`src/rtl/conv3x3_prog.sv`:
```
// rtl/conv3x3_prog.sv - programmable 3x3 convolution, 4-cycle latency, 1 pixel/cycle.
// Optional rounding normalisation enabled by defining CONV_ROUND_EN.
module conv3x3_prog #(
  parameter int PIX_W   = 8,
  parameter int COEF_W  = 8,
  parameter int SHIFT_W = 4
) (
  input  logic                 clk,
  input  logic                 rst,
  input  logic [9*PIX_W-1:0]   pixel_data,
  input  logic                 pixel_data_valid,
  input  logic                 coef_we,
  input  logic [3:0]           coef_addr,
  input  logic [COEF_W-1:0]    coef_data,
  input  logic [SHIFT_W-1:0]   cfg_shift,
  input  logic                 cfg_abs,
  input  logic                 coef_commit,
  output logic [PIX_W-1:0]     conv_data,
  output logic                 conv_data_valid,
  output logic                 sat_flag
);

  localparam int PROD_W = PIX_W + COEF_W + 1;
  localparam int ROW_W  = PIX_W + COEF_W + 3;
  localparam int SUM_W  = PIX_W + COEF_W + 5;
  localparam int NORM_W = SUM_W + 1;

  localparam logic [COEF_W-1:0]        COEF_ONE = {{(COEF_W-1){1'b0}}, 1'b1};
  localparam logic signed [NORM_W-1:0] PIX_MAX  = NORM_W'((1 << PIX_W) - 1);

  // coefficient banks
  logic [COEF_W-1:0]  r_shadow [9];
  logic [COEF_W-1:0]  r_active [9];
  logic [SHIFT_W-1:0] r_act_shift;
  logic               r_act_abs;
  logic [8:0]         w_wr_hit;

  always_comb begin
    w_wr_hit = '0;
    for (int i = 0; i < 9; i++) begin
      w_wr_hit[i] = coef_we && (coef_addr == 4'(i));
    end
  end

  // A write in the commit cycle bypasses the shadow so it lands in the active bank too.
  always_ff @(posedge clk) begin
    if (rst) begin
      for (int i = 0; i < 9; i++) begin
        r_shadow[i] <= (i == 4) ? COEF_ONE : '0;
        r_active[i] <= (i == 4) ? COEF_ONE : '0;
      end
      r_act_shift <= '0;
      r_act_abs   <= 1'b0;
    end else begin
      for (int i = 0; i < 9; i++) begin
        if (w_wr_hit[i]) r_shadow[i] <= coef_data;
        if (coef_commit) r_active[i] <= w_wr_hit[i] ? coef_data : r_shadow[i];
      end
      if (coef_commit) begin
        r_act_shift <= cfg_shift;
        r_act_abs   <= cfg_abs;
      end
    end
  end

  // S1: per-tap signed products
  logic signed [PROD_W-1:0] w_prod [9];
  logic signed [PROD_W-1:0] r_prod [9];
  logic                     r_v1, r_ab1;
  logic [SHIFT_W-1:0]       r_sh1;

  always_comb begin
    for (int i = 0; i < 9; i++) begin
      w_prod[i] = $signed({{(PROD_W-PIX_W){1'b0}}, pixel_data[i*PIX_W +: PIX_W]})
                * $signed({{(PROD_W-COEF_W){r_active[i][COEF_W-1]}}, r_active[i]});
    end
  end

  always_ff @(posedge clk) begin
    if (rst) begin
      for (int i = 0; i < 9; i++) r_prod[i] <= '0;
      r_v1  <= 1'b0;
      r_sh1 <= '0;
      r_ab1 <= 1'b0;
    end else begin
      for (int i = 0; i < 9; i++) r_prod[i] <= w_prod[i];
      r_v1  <= pixel_data_valid;
      r_sh1 <= r_act_shift;
      r_ab1 <= r_act_abs;
    end
  end

  // S2: row sums
  logic signed [ROW_W-1:0] r_row [3];
  logic                    r_v2, r_ab2;
  logic [SHIFT_W-1:0]      r_sh2;

  always_ff @(posedge clk) begin
    if (rst) begin
      for (int r = 0; r < 3; r++) r_row[r] <= '0;
      r_v2  <= 1'b0;
      r_sh2 <= '0;
      r_ab2 <= 1'b0;
    end else begin
      for (int r = 0; r < 3; r++) begin
        r_row[r] <= ROW_W'(r_prod[3*r]) + ROW_W'(r_prod[3*r+1]) + ROW_W'(r_prod[3*r+2]);
      end
      r_v2  <= r_v1;
      r_sh2 <= r_sh1;
      r_ab2 <= r_ab1;
    end
  end

  // S3: window total
  logic signed [SUM_W-1:0] r_sum;
  logic                    r_v3, r_ab3;
  logic [SHIFT_W-1:0]      r_sh3;

  always_ff @(posedge clk) begin
    if (rst) begin
      r_sum <= '0;
      r_v3  <= 1'b0;
      r_sh3 <= '0;
      r_ab3 <= 1'b0;
    end else begin
      r_sum <= SUM_W'(r_row[0]) + SUM_W'(r_row[1]) + SUM_W'(r_row[2]);
      r_v3  <= r_v2;
      r_sh3 <= r_sh2;
      r_ab3 <= r_ab2;
    end
  end

  // S4a: normalise by the shift that travelled with this beat
  logic signed [NORM_W-1:0] w_norm;
`ifdef CONV_ROUND_EN
  logic [NORM_W-1:0]        w_bias;
  logic signed [NORM_W-1:0] w_rnd;

  always_comb begin
    w_bias = ({{(NORM_W-1){1'b0}}, 1'b1} << r_sh3) >> 1;
    w_rnd  = NORM_W'(r_sum) + $signed(w_bias);
    w_norm = w_rnd >>> r_sh3;
  end
`else
  always_comb begin
    w_norm = NORM_W'(r_sum) >>> r_sh3;
  end
`endif

  logic signed [NORM_W-1:0] r_norm;
  logic                     r_v4, r_ab4;

  always_ff @(posedge clk) begin
    if (rst) begin
      r_norm <= '0;
      r_v4   <= 1'b0;
      r_ab4  <= 1'b0;
    end else begin
      r_norm <= w_norm;
      r_v4   <= r_v3;
      r_ab4  <= r_ab3;
    end
  end

  // S4b: clamp or absolute-value mode, then register the output pixel
  logic                     w_neg;
  logic signed [NORM_W-1:0] w_mag;
  logic [PIX_W-1:0]         w_clip;
  logic                     w_sat;

  always_comb begin
    w_neg  = r_norm[NORM_W-1];
    w_mag  = w_neg ? -r_norm : r_norm;
    w_clip = w_mag[PIX_W-1:0];
    w_sat  = 1'b0;
    if (r_ab4) begin
      if (w_mag > PIX_MAX) begin
        w_clip = '1;
        w_sat  = 1'b1;
      end
    end else if (w_neg) begin
      w_clip = '0;
      w_sat  = 1'b1;
    end else if (r_norm > PIX_MAX) begin
      w_clip = '1;
      w_sat  = 1'b1;
    end
  end

  always_ff @(posedge clk) begin
    if (rst) begin
      conv_data       <= '0;
      conv_data_valid <= 1'b0;
      sat_flag        <= 1'b0;
    end else begin
      conv_data_valid <= r_v4;
      sat_flag        <= r_v4 & w_sat;
      if (r_v4) conv_data <= w_clip;
    end
  end

endmodule
```
`config.mk`:
```
export PLATFORM = sky130hd
export DESIGN_NAME = conv3x3_prog
export DESIGN_NICKNAME = d
export VERILOG_FILES = /design/src/rtl/conv3x3_prog.sv
export SDC_FILE = /design/constraint.sdc
export NUM_CORES = 2
export LEC_CHECK = 0
export ABC_AREA = 1
export CAP_MARGIN = 0
export CORE_MARGIN = 2
export CORE_UTILIZATION = 30
export CTS_CLUSTER_SIZE = 28
export DETAILED_ROUTE_END_ITERATION = 10
export PLACE_DENSITY = 0.48
export REMOVE_ABC_BUFFERS = 1
export SYNTH_ARGS = -nofsm -noshare
export SYNTH_HDL_FRONTEND = slang
export SYNTH_SLANG_ARGS = --single-unit
```
`constraint.sdc`:
```
create_clock -name clk -period 6.7 [get_ports clk]
set_clock_uncertainty 0.1 [all_clocks]
set_input_delay 1.34 -clock clk [delete_from_list [all_inputs] [get_ports clk]]
set_output_delay 1.34 -clock clk [all_outputs]
set_load 0.02 [all_outputs]
```
==> summary.log <==
INFO  run_status     run_status=finished, final reports clean
INFO  placement      count_of_input_and_output_buffers=103
INFO  worst_setup_path timing.reg2reg.setup_slack=1.56ns
INFO  floorplanning  chipHeight=366um
INFO  drt            ant_nets=0
INFO  clock_network  cts_sinks=431
INFO  yosys          synthesis.yosys.warnings=0
INFO  min_path       timing.hold.worst_path_depth=2
INFO  floorplanning  initial_utilization=30.3%
INFO  yosys          yosys.cell_types.count=49
INFO  yosys          netlist_top_cells_count=inv_1, nand2_1, ha_1
INFO  timing         post-route-period-util=82.5%
INFO  global_routing vias_in_the_first_global_route=30.3k
INFO  timing         finalSetupViolCount=0
INFO  clock_network  postCtsSetupRepairBufs=0
INFO  drt            wl=101000um
INFO  timing         finalHoldWorstSlack=0.295ns
INFO  pwr            leakage=23.2nW
INFO  layout         syn2layout_area_growth=10.9%
INFO  min_path       timing.hold.worst_endpoint=r_sh3[0]$_SDFF_PP0_
INFO  floorplanning  design.portCount=104
INFO  timing         finalHoldViolations=0
INFO  worst_setup_path reg2reg_from=r_active[0][39]$_SDFFCE_PN0P_
INFO  clock_network  max-clock-path-buffers=3
INFO  clock_network  ctsRootBufferMaster=clkbuf_16
INFO  yosys          synth.most_common_cell=inv_1
INFO  placement      place_hpwl=81700um
INFO  yosys          async_reset_ff_share=0%
INFO  drt            vias=30.0k
INFO  worst_setup_path critical_path.startpoint_type=input port
INFO  timing         finalMaxSlewViolations=0
INFO  worst_setup_path critical_register_to_register_path_endpoint=r_prod[0][82]$_SDFF_PP0_
INFO  timing         rsz0062_at_grt=false
INFO  yosys          ys_seq_area_share=25.6%
INFO  clock_network  cts_made_buffers=49
INFO  yosys          synth_cells=4904
INFO  clock_network  post_cts_hold_buffer_count=0
INFO  timing         layout_min_cycle_time=5.52ns
INFO  timing         fmax=181MHz
INFO  placement      routabilityCongestion=0.849
INFO  yosys          netlist_area=0.0394mm2
INFO  drt            post_drt_via_cell_ratio=4.50
INFO  yosys          synth_edf_count=144
INFO  drt            firstDrtPassIters=5
INFO  yosys          netlist_top_cells_area=fa_1, dfxtp_1, ha_1
INFO  yosys          yosysTopAreaCell=fa_1
INFO  worst_setup_path worst-path-max-fanout=8
INFO  worst_setup_path rr_worst_depth=21
INFO  drt            drt_drc_violations_left=0
INFO  yosys          postSynthAreaPerCell=8.03um2
INFO  clock_network  cts.reportedPaths.clkPinSlew=0.06ns
INFO  floorplanning  die_area=0.134mm2
INFO  drt            wl_per_cell=15.1um
INFO  global_routing grt_overflow_total=0
INFO  global_routing grt_pass1_wl=165000um
INFO  clock_network  cts_tree=done
INFO  pwr            ir_drop=0.188mV
INFO  worst_setup_path setup.worst_path.class=in -> reg
INFO  job            max_cap_violations=0
INFO  floorplanning  std_cell_rows=132
INFO  timing         worst_max_slew_pin_slew=1.04ns
INFO  floorplanning  die_width=366um
INFO  floorplanning  core-area=0.130mm2
INFO  worst_setup_path critical_path_arrival=5.93ns
INFO  layout         layout.nets=5845
INFO  global_routing grt_use_total=15.3%
INFO  drt            drt_first_iter_violations=1810
INFO  yosys          synth_top_flop_cell=dfxtp_1
INFO  global_routing antenna_found_initial=3
INFO  clock_network  cts.htree.levels=2
INFO  yosys          synth.top_cell.area_share=20.7%
INFO  timing         setup-tns-final=0ns
INFO  worst_setup_path worst_ep_required_time=7.11ns
INFO  min_path       worstHoldPathType=reg -> reg
INFO  yosys          postSynthRegisterBits=431
INFO  layout         antenna_cells=0
INFO  clock_network  cts_resized=0
INFO  worst_setup_path worst_setup_path_end_kind=register
INFO  global_routing grt_start_max_net_pins=81
INFO  clock_network  clock_latency=0.59ns
INFO  pwr            power_density=275mW/mm2
INFO  layout         final_layout_size_suffix_gt1_share=3.76%
INFO  timing         maxSlewHeadroom=30.3%
INFO  min_path       min_from=r_sh2[0]$_SDFF_PP0_
==> sequential cells by signal (all words and copies together) (netlist names), 4 cells and up <==
register / flops
conv_data: 8
r_act_shift: 4
r_active: 72
r_norm: 21
r_prod: 153
r_row: 57
r_sh1: 4
r_sh2: 4
r_sh3: 4
r_shadow: 72
r_sum: 21
==> metrics by stage <==
step                setup WS (ns)  util, %  total power, W  instances  cell area (um2)
floorplan                   0.773        -         0.00765       4704            38600
global placement            0.579     32.4         0.00930       6577            42000
detailed placement          0.552     32.4         0.00931       6577            42000
CTS                          1.17     33.6          0.0122       6668            43700
global route                0.792     33.6          0.0132       6668            43700
finish                       1.18     33.6          0.0120       6668            43700
==> how the worst max path moves through the flow <==
stage,from,endpoint,slack [ns],cells past startpoint
floorplan,rst,r_active[0][0]$_SDFFCE_PN0P_,0.77,2
global placement,pixel_data[40],r_prod[0][99]$_SDFF_PP0_,0.58,19
detailed placement,pixel_data[40],r_prod[0][99]$_SDFF_PP0_,0.55,19
CTS,pixel_data[40],r_prod[0][99]$_SDFF_PP0_,1.17,19
global route,pixel_data[35],r_prod[0][82]$_SDFF_PP0_,0.79,21
finish,pixel_data[4],r_prod[0][14]$_SDFF_PP0_,1.18,21
==> cells by family after synthesis <==
kind of cell,Yosys count,share of synthesized area [%]
compound gates,770,10.6
xor+xnor,17,0.378
fa+ha+maj,865,35.3
buf+inv,1323,12.7
flops,431,25.6
mux,7,0.178
simple gates,1491,15.3
==> final cells by class <==
class | count | area, um2
multi-input cells | 3150 | 24300
repair buffers | 131 | 1240
inverters | 1123 | 4220
clock buffers | 62 | 1360
well taps | 1742 | 2180
clock inverters | 29 | 292
flip-flops and latches | 431 | 10100
fillers | 13838 | 86200
==> critical path, stage by stage <==
cell             delay, ns
clkdlybuf4s50_1       0.70
nand2_1               0.13
fa_1                  0.50
fa_1                  0.56
inv_1                 0.05
fa_1                  0.49
inv_1                 0.06
fa_1                  0.47
inv_1                 0.04
ha_1                  0.34
a21oi_1               0.16
nand2_1               0.12
nand2_1               0.08
nand2_1               0.05
a21oi_1               0.19
o21ai_0               0.17
inv_1                 0.08
nor2_1                0.05
o21ai_0               0.15
nand2_1               0.06
nor2_1                0.13
==> per-layer routing <==
| metal | vias up | GRT usage [%] | wire length (um) |
|---|---|---|---|
| met4 | 4 | 3.62 | 2190 |
| met5 | - | 0 | 26 |
| met1 | 14374 | 21.0 | 48200 |
| met2 | 393 | 25.8 | 47800 |
| met3 | 113 | 1.29 | 2750 |
| li1 | 15122 | - | - |
==> placed cells by master (no fill, tap or decap), drive strengths merged, types with 28 or more instances in the layout <==
cell,count
a21oi,368
buf,29
clkbuf,62
clkdlybuf4s50,102
clkinv,31
dfxtp,287
edfxtp,144
fa,407
ha,458
inv,1115
nand2,942
nand3,113
nor2,345
o21a,28
o21ai,300
or2,31
==> power breakdown <==
group | switching (W) | total (W) | internal (W)
Sequential | 0.000430 | 0.00363 | 0.00320
Combinational | 0.00353 | 0.00562 | 0.00209
Clock | 0.00114 | 0.00275 | 0.00161
Total | 0.00510 | 0.0120 | 0.00690
No activity file was read; power rests on OpenSTA's default activity.
